[src/rtl/oam_dma_ctrl.sv]
// oam_dma_ctrl: OAM DMA engine and CPU/DMA arbiter for the shared system bus.
// A CPU write to DMA_REG_ADDR starts a DMA_LEN-byte copy from {src_hi, idx}
// to DST_BASE + idx. Each byte uses one CLKS_PER_BYTE slot: read in phase 0,
// capture in phase 1, write in phase 2. Later phases leave the bus free.
// Optional feature macro: OAM_DMA_BUS_LOCK_EN. When it is defined, CPU
// accesses outside HRAM are blocked while a transfer is in progress.
module oam_dma_ctrl #(
  parameter int          DMA_LEN       = 160,
  parameter int          CLKS_PER_BYTE = 4,
  parameter logic [15:0] DST_BASE      = 16'hFE00,
  parameter logic [15:0] DMA_REG_ADDR  = 16'hFF46
) (
  input  logic        cpu_clk,
  input  logic        rst,
  input  logic [15:0] cpu_addr,
  input  logic [7:0]  cpu_wdata,
  input  logic        cpu_re,
  input  logic        cpu_we,
  output logic [7:0]  cpu_rdata,
  output logic        cpu_wait,
  output logic [15:0] mem_addr,
  output logic [7:0]  mem_wdata,
  output logic        mem_re,
  output logic        mem_we,
  input  logic [7:0]  mem_rdata,
  output logic        dma_active
);

  localparam int             PW       = (CLKS_PER_BYTE > 1) ? $clog2(CLKS_PER_BYTE) : 1;
  localparam logic [PW-1:0]  PH_LAST  = PW'(CLKS_PER_BYTE - 1);
  localparam logic [PW-1:0]  PH_READ  = PW'(0);
  localparam logic [PW-1:0]  PH_CAPT  = PW'(1);
  localparam logic [PW-1:0]  PH_WRITE = PW'(2);
  localparam logic [7:0]     IDX_LAST = 8'(DMA_LEN - 1);

  typedef enum logic [1:0] {
    S_IDLE  = 2'd0,
    S_START = 2'd1,
    S_XFER  = 2'd2
  } state_t;

  // Source of cpu_rdata for the cycle after a CPU read.
  typedef enum logic [1:0] {
    RD_FF  = 2'd0,
    RD_BUS = 2'd1,
    RD_REG = 2'd2
  } rsel_t;

  state_t        state_q, state_d;
  rsel_t         rsel_q, rsel_d;
  logic [PW-1:0] phase_q, phase_d;
  logic [7:0]    index_q, index_d;
  logic [7:0]    src_hi_q, src_hi_d;   // clamped source page used on the bus
  logic [7:0]    src_raw_q, src_raw_d; // value the CPU wrote, for readback
  logic [7:0]    buf_q, buf_d;         // byte in flight between read and write

  logic reg_hit;
  logic reg_wr;
  logic busy;
  logic dma_owned;
  logic lock_block;
  logic cpu_pass;
  logic cpu_bus;
  logic dma_rd;
  logic dma_wr;

  // The DMA register is decoded out of the bus entirely and never stalls.
  assign reg_hit   = (cpu_addr == DMA_REG_ADDR);
  assign reg_wr    = cpu_we && reg_hit;
  assign busy      = (state_q != S_IDLE);
  assign dma_owned = (state_q == S_XFER) && ((phase_q == PH_READ) || (phase_q == PH_WRITE));

`ifdef OAM_DMA_BUS_LOCK_EN
  logic hram_hit;
  assign hram_hit   = (cpu_addr >= 16'hFF80) && (cpu_addr <= 16'hFFFE);
  assign lock_block = busy && !hram_hit && !reg_hit;
`else
  assign lock_block = 1'b0;
`endif

  // A pass-through access either reaches the bus or is stalled by the DMA.
  assign cpu_pass = (cpu_re || cpu_we) && !reg_hit && !lock_block;
  assign cpu_wait = cpu_pass && dma_owned;
  assign cpu_bus  = cpu_pass && !dma_owned;

  // A register write in the same cycle aborts the slot, so it also kills
  // that cycle's DMA strobe (including the last byte's phase-2 write).
  assign dma_rd = (state_q == S_XFER) && (phase_q == PH_READ) && !reg_wr;
  assign dma_wr = (state_q == S_XFER) && (phase_q == PH_WRITE) && !reg_wr;

  assign dma_active = busy;

  // State register and transfer bookkeeping.
  always_ff @(posedge cpu_clk) begin
    if (rst) begin
      state_q   <= S_IDLE;
      rsel_q    <= RD_FF;
      phase_q   <= '0;
      index_q   <= '0;
      src_hi_q  <= 8'hFF;
      src_raw_q <= 8'hFF;
      buf_q     <= 8'h00;
    end else begin
      state_q   <= state_d;
      rsel_q    <= rsel_d;
      phase_q   <= phase_d;
      index_q   <= index_d;
      src_hi_q  <= src_hi_d;
      src_raw_q <= src_raw_d;
      buf_q     <= buf_d;
    end
  end

  // Next-state logic: register writes restart from any state, otherwise
  // walk the phase counter through START and then each XFER slot.
  always_comb begin
    state_d   = state_q;
    phase_d   = phase_q;
    index_d   = index_q;
    src_hi_d  = src_hi_q;
    src_raw_d = src_raw_q;
    buf_d     = buf_q;
    if (reg_wr) begin
      src_raw_d = cpu_wdata;
      // Echo RAM pages E0-FF fold back onto C0-DF.
      src_hi_d  = (cpu_wdata >= 8'hE0) ? (cpu_wdata & 8'hDF) : cpu_wdata;
      index_d   = '0;
      phase_d   = '0;
      state_d   = S_START;
    end else begin
      case (state_q)
        S_START: begin
          if (phase_q == PH_LAST) begin
            phase_d = '0;
            state_d = S_XFER;
          end else begin
            phase_d = phase_q + PW'(1);
          end
        end
        S_XFER: begin
          if (phase_q == PH_CAPT) begin
            buf_d = mem_rdata;
          end
          if (phase_q == PH_LAST) begin
            phase_d = '0;
            if (index_q == IDX_LAST) begin
              index_d = '0;
              state_d = S_IDLE;
            end else begin
              index_d = index_q + 8'd1;
            end
          end else begin
            phase_d = phase_q + PW'(1);
          end
        end
        default: begin
          phase_d = '0;
        end
      endcase
    end
  end

  // Read-data select is captured with each CPU read and held until the next.
  always_comb begin
    rsel_d = rsel_q;
    if (cpu_re) begin
      if (reg_hit) begin
        rsel_d = RD_REG;
      end else if (lock_block || dma_owned) begin
        rsel_d = RD_FF;
      end else begin
        rsel_d = RD_BUS;
      end
    end
  end

  // CPU read data mux.
  always_comb begin
    case (rsel_q)
      RD_BUS:  cpu_rdata = mem_rdata;
      RD_REG:  cpu_rdata = src_raw_q;
      default: cpu_rdata = 8'hFF;
    endcase
  end

  // System bus mux: DMA strobes take priority, then a permitted CPU access.
  always_comb begin
    mem_addr  = cpu_addr;
    mem_wdata = cpu_wdata;
    mem_re    = 1'b0;
    mem_we    = 1'b0;
    if (dma_rd) begin
      mem_re   = 1'b1;
      mem_addr = {src_hi_q, index_q};
    end else if (dma_wr) begin
      mem_we    = 1'b1;
      mem_addr  = DST_BASE + {8'h00, index_q};
      mem_wdata = buf_q;
    end else if (cpu_bus) begin
      mem_re = cpu_re;
      mem_we = cpu_we;
    end
  end

endmodule

[config.mk]
export PLATFORM = sky130hd
export DESIGN_NAME = oam_dma_ctrl
export DESIGN_NICKNAME = d
export VERILOG_FILES = /design/src/rtl/oam_dma_ctrl.sv
export SDC_FILE = /design/constraint.sdc
export NUM_CORES = 1
export LEC_CHECK = 0
export BUFFER_PORTS_ARGS = -buffer_cell sky130_fd_sc_hd__buf_4
export CORE_MARGIN = 1
export CORE_UTILIZATION = 52
export CTS_CLUSTER_SIZE = 8
export DETAILED_ROUTE_END_ITERATION = 8
export PLACE_DENSITY = 0.91
export SLEW_MARGIN = 20
export SYNTH_ARGS = -nofsm -noshare
export SYNTH_HDL_FRONTEND = slang
export SYNTH_SLANG_ARGS = --single-unit
export TNS_END_PERCENT = 1
[constraint.sdc]
create_clock -name cpu_clk -period 3.9 [get_ports cpu_clk]
set_input_delay 0.78 -clock cpu_clk [delete_from_list [all_inputs] [get_ports cpu_clk]]
set_output_delay 0.78 -clock cpu_clk [all_outputs]
set_load 0.02 [all_outputs]
* Word-level counts from Yosys, hierarchy flattened *
Cells that the tools add are included.

word-level totals
  bits in registers = 38
  output and inout bits = 36
  logic and storage cells = 74
  input port bits = 36

operators by class
  mux-type cells = 20
  magnitude comparators = 1
  add/sub/neg operators = 3
  bitwise logic cells = 2
  eq/ne operators = 15
  reduce and logical (&&, ||, !) cells = 25

operator list
  kind                     count
  $mux W16                 2
  $mux W8                  3
  $eq A16 B16 Y1 const B   1
  $pmux W8 S2              1
  $add A10 B9 Y11 const A  1
  $logic_and A1 B1 Y1      9
  $add A8 B1 Y8 const B    1
  $eq A2 B2 Y1 const B     4
  $eq A8 B8 Y1 const B     1
  $ge A8 B8 Y1 const B     1
  $mux W1                  8
  $mux W2                  4
  $reduce_and A4 Y1        2
  $eq A2 B1 Y1 const B     3
  $mux W6                  1
  $ne A3 B2 Y1 const B     2
  $ne A2 B1 Y1 const B     2
  $pmux W2 S2              1
  $reduce_bool A2 Y1       2
  $reduce_or A2 Y1         2
  $reduce_or A4 Y1         1
  $logic_not A1 Y1         3
  $ne A3 B3 Y1 const B     1
  $reduce_and A3 Y1        1
  other kinds (7)          9

* Depth between registers and ports, before layout *
  depth after elaboration = 8
  gate-level depth with buffers = 7
  depth with buffers taken out = 6

* Worst setup path after synthesis *
OpenSTA, ideal clock, no wires.

  path type = input -> output
  start = input port cpu_addr[4]
  end = output port mem_addr[6]
  buffers on the path = 1
  slack = 0.612 ns
  arrival = 2.508 ns
  stages = 5
  cells stage by stage = or4b_1 nor4_4 a21oi_2 buf_2 mux2_1

between the ends
  word-level cells in the longest chain between the ends = 6
  elaborated cells between the ends (all ways) = 7
  those cells by class = eq/ne (1); mux (2); reduce/logical (4)

RTL lines
  what                     line    RTL
  from (decl)              15      input logic [15:0] cpu_addr,
  $eq A16 B16 Y1 (*)       68      assign reg_hit = (cpu_addr == DMA_REG_ADDR);
  $logic_and A1 B1 Y1 (*)  69      assign reg_wr = cpu_we && reg_hit;
  $logic_not A1 Y1 (*)     88, 89
  $logic_and A1 B1 Y1      89      assign dma_wr = (state_q == S_XFER) && (phase_q == PH_WRITE) && !reg_wr;
  $mux W16                 195     end else if (dma_wr) begin
  $mux W16 (*)             192     if (dma_rd) begin
  to (decl)                21      output logic [15:0] mem_addr,

Mark *: on every way between the ends. The rest lies on a longest branch, timed or not.

* Final worst setup path *
  start = input port cpu_addr[4]
  end = output port mem_wdata[0]

between the ends
  word-level cells in the longest chain between the ends = 6
  elaborated cells between the ends (all ways) = 7
  those cells by class = eq/ne (1); mux (2); reduce/logical (4)

RTL lines
  what                     line    RTL
  $eq A16 B16 Y1 (*)       68
  $logic_and A1 B1 Y1 (*)  69
  $logic_not A1 Y1 (*)     88, 89
  $logic_and A1 B1 Y1      89
  $mux W8                  195
  $mux W8 (*)              192
  to (decl)                22      output logic [7:0] mem_wdata,

Marked as above.

==> results by group <==
Route
  • Final wirelength: 5020 µm
  • Vias: 1878
  • DRC violations left: 0
  • Vias/cell: 5.67
  • DR iter-0 viols: 136
  • Wire per inst: 15.2 µm
  • DRT antenna net count: 0
  • DRT Pass-1 Iters: 4

STA
  • Least-Margin Pin Slew: 0.818 ns
  • Pins Over Slew Limit: 0
  • RSZ-0062 raised after global routing: false
  • Max Freq: 281 MHz
  • Skew final: 0.0152 ns
  • Setup TNS: 0 ns
  • Min Tclk post-route: 3.56 ns
  • Max-slew headroom: 45.5%
  • Hold Vio Cnt, Final: 0
  • Worst setup margin: 0.339 ns
  • Final Setup Violations: 0
  • Final Cycle Share: 91.3%

Worst setup path
  • CP endpoint kind: output port
  • Crit. Startpoint: cpu_addr[4]
  • WP data required: 3.12 ns
  • Worst r2r src: state_q[0]
  • Worst r2r dst: buf_q[6]
  • R2R depth: 5
  • Worst path arrival time: 2.78 ns
  • Critical Path Start Type: input port
  • Slack of the worst reg-to-reg path: 2.22 ns
  • Critical path fanouts, max: 8
  • Setup CP Type: input port to output port

Worst hold path
  • Hold Path End: buf_q[3]
  • Hold Path Depth: 2
  • Hold Crit Start: buf_q[3]
  • Hold Path Class: flip-flop to flip-flop

Clocking
  • Clock tree buffer depth: 2
  • Buffer count from post-CTS setup fixing: 0
  • # H-tree levels: 2
  • Clock Tree Root: clkbuf_4
  • Clk slew on worst S/H paths: 0.12 ns
  • CTS Hold Buffers Added: 0
  • Worst skew pair latency: 0.35 ns
  • Post-CTS sizing: 0
  • CTS buffer count: 5
  • Clock sinks: 31
  • CTS tree: done

Finish
  • Diode count: 0
  • Reg area: 621 µm²
  • Final nets: 330
  • Most common cell after layout, fill and taps aside: buf_4
  • Area of the multi-input gates: 1160 µm²
  • Share of cells above drive strength 1: 35.4%
  • Most frequent cells in the layout: 74 x buf_4, 31 x dfxtp_1, 28 x nand2_1
  • Area Overhead vs Synth: 34.8%
  • Fillers: 240

Logic synthesis
  • YS warnings: 0
  • Mapped Nets: 261
  • Post-synth ARST share: 0%
  • Synth Register Bits: 31
  • Syn Inst Count: 215
  • Library cells used by synthesis: 41
  • Synth Area per Inst: 8.70 µm²
  • EDFF count, synth: 0
  • Ys flop type: dfxtp_1
  • Sequential fraction of the synthesis area: 33.2%
  • Mapped Area: 1870 µm²

Placement
  • Routability cong.: 0.822
  • Post-DP HPWL: 3820 µm
  • Pre-CTS setup slack: 0.333 ns
  • Port Buffers: 71

Flow run
  • # Max-Cap Violations: 0

Floorplanning
  • Die W: 62.0 µm
  • Initial core utilization: 55.2%
  • Die area: 3840 µm²
  • Core box area: 3390 µm²
  • Vert. Die Dim: 62.0 µm
  • Row count: 21
  • IO Pins: 72

Global route
  • Total gr overflow: 0
  • Antenna violations before repair: 0
  • Vias in the first global route: 1625
  • Pin count of the biggest net entering global routing: 26
  • GRT Total Usage: 27.5%
  • First-pass GRT wire length: 7560 µm

Power
  • Leakage power: 1.03 nW
  • Maximum VDD drop: 0.240 mV
  • Pwr dens: 279 nW/µm²

Outcome
  • Status: finished clean
logic make-up after synthesis:
kind of cell	share of synthesized area (%)
AOI/OAI and AO/OA	16.2
buffers and inverters	4.75
muxes	14.4
DFF	33.2
and+or+nand+nor	21.9
adders and majority gates	6.69
xor gates and xnor gates	2.81
worst max path at each step:
stage | endpoint | depth (start not counted)
4_1_cts | mem_wdata[0] | 6
2_1_floorplan | mem_addr[6] | 5
6_report | mem_wdata[0] | 6
3_3_place_gp | mem_wdata[5] | 6
5_1_grt | mem_wdata[0] | 6
3_5_place_dp | mem_wdata[0] | 6
per-layer routing:
metal	GRT usage (%)	routed length [µm]	vias to the layer above	part of all wire (%)
met5	0	0	-	0
met4	10.2	74	0	1.5
met3	4.55	339	9	6.8
met2	44.5	2410	83	48
met1	36.6	2190	861	44
li1	-	-	925	-
state kept, by name, summed over array words and instances (netlist names):
register and flops:
state_q 2, buf_q 8, phase_q 2, rsel_q 2, index_q 8, src_raw_q 1, src_hi_q 8
worst max-delay path, cell delays in order:
cell and delay, ns:
buf_4 0.11, or4b_1 0.58, nor4_4 0.42, a21oi_1 0.35, mux2_2 0.37, buf_4 0.16
report_power, final:
| part | internal [W] | switching (W) | total [W] | leakage (nW) |
|---|---|---|---|---|
| sequential | 0.000317 | 0.000000600 | 0.000318 | 0.250 |
| combinational | 0.0000639 | 0.0000669 | 0.000131 | 0.739 |
| clock | 0.000135 | 0.000121 | 0.000256 | 0.0452 |
| total | 0.000516 | 0.000188 | 0.000704 | 1.03 |
final cells by class:
type,instances,share of cell area [%]
Multi-Input combinational cell,161,46.2
Sequential cell,31,24.6
Timing Repair Buffer,74,22.0
Tap cell,46,2.28
Clock inverter,3,1.74
Inverter,11,1.64
Clock buffer,5,1.49
Yosys cell counts, types with 3 or more instances:
cell	count	area (µm²)
dfxtp_1	31	621
xor2_1	3	26.3
clkbuf_1	7	26.3
ha_1	10	125
buf_1	3	11.3
a21oi_1	8	40.0
o22a_1	7	61.3
mux2_2	14	158
nand3_1	22	110
nor2_1	7	26.3
nor3_1	6	30.0
o21ai_0	8	40.0
xnor2_1	3	26.3
nand2_1	28	105
mux2i_1	9	90.1
inv_1	9	33.8
nand4_1	3	18.8
a221o_1	8	80.1
metrics by stage:
step | instance area, µm² | util (%) | total power (W) | cells | hold slack (ns)
after global routing | 2520 | 74.4 | 0.000735 | 331 | 0.483
after global placement | 2440 | 71.9 | 0.000453 | 323 | 0.442
after detailed placement | 2440 | 71.9 | 0.000455 | 323 | 0.448
after floorplan | 1870 | - | 0.000387 | 215 | 0.431
after CTS | 2520 | 74.3 | 0.000705 | 331 | 0.466
final | 2520 | 74.4 | 0.000704 | 331 | 0.465
Power figures use the tool's default switching activity.
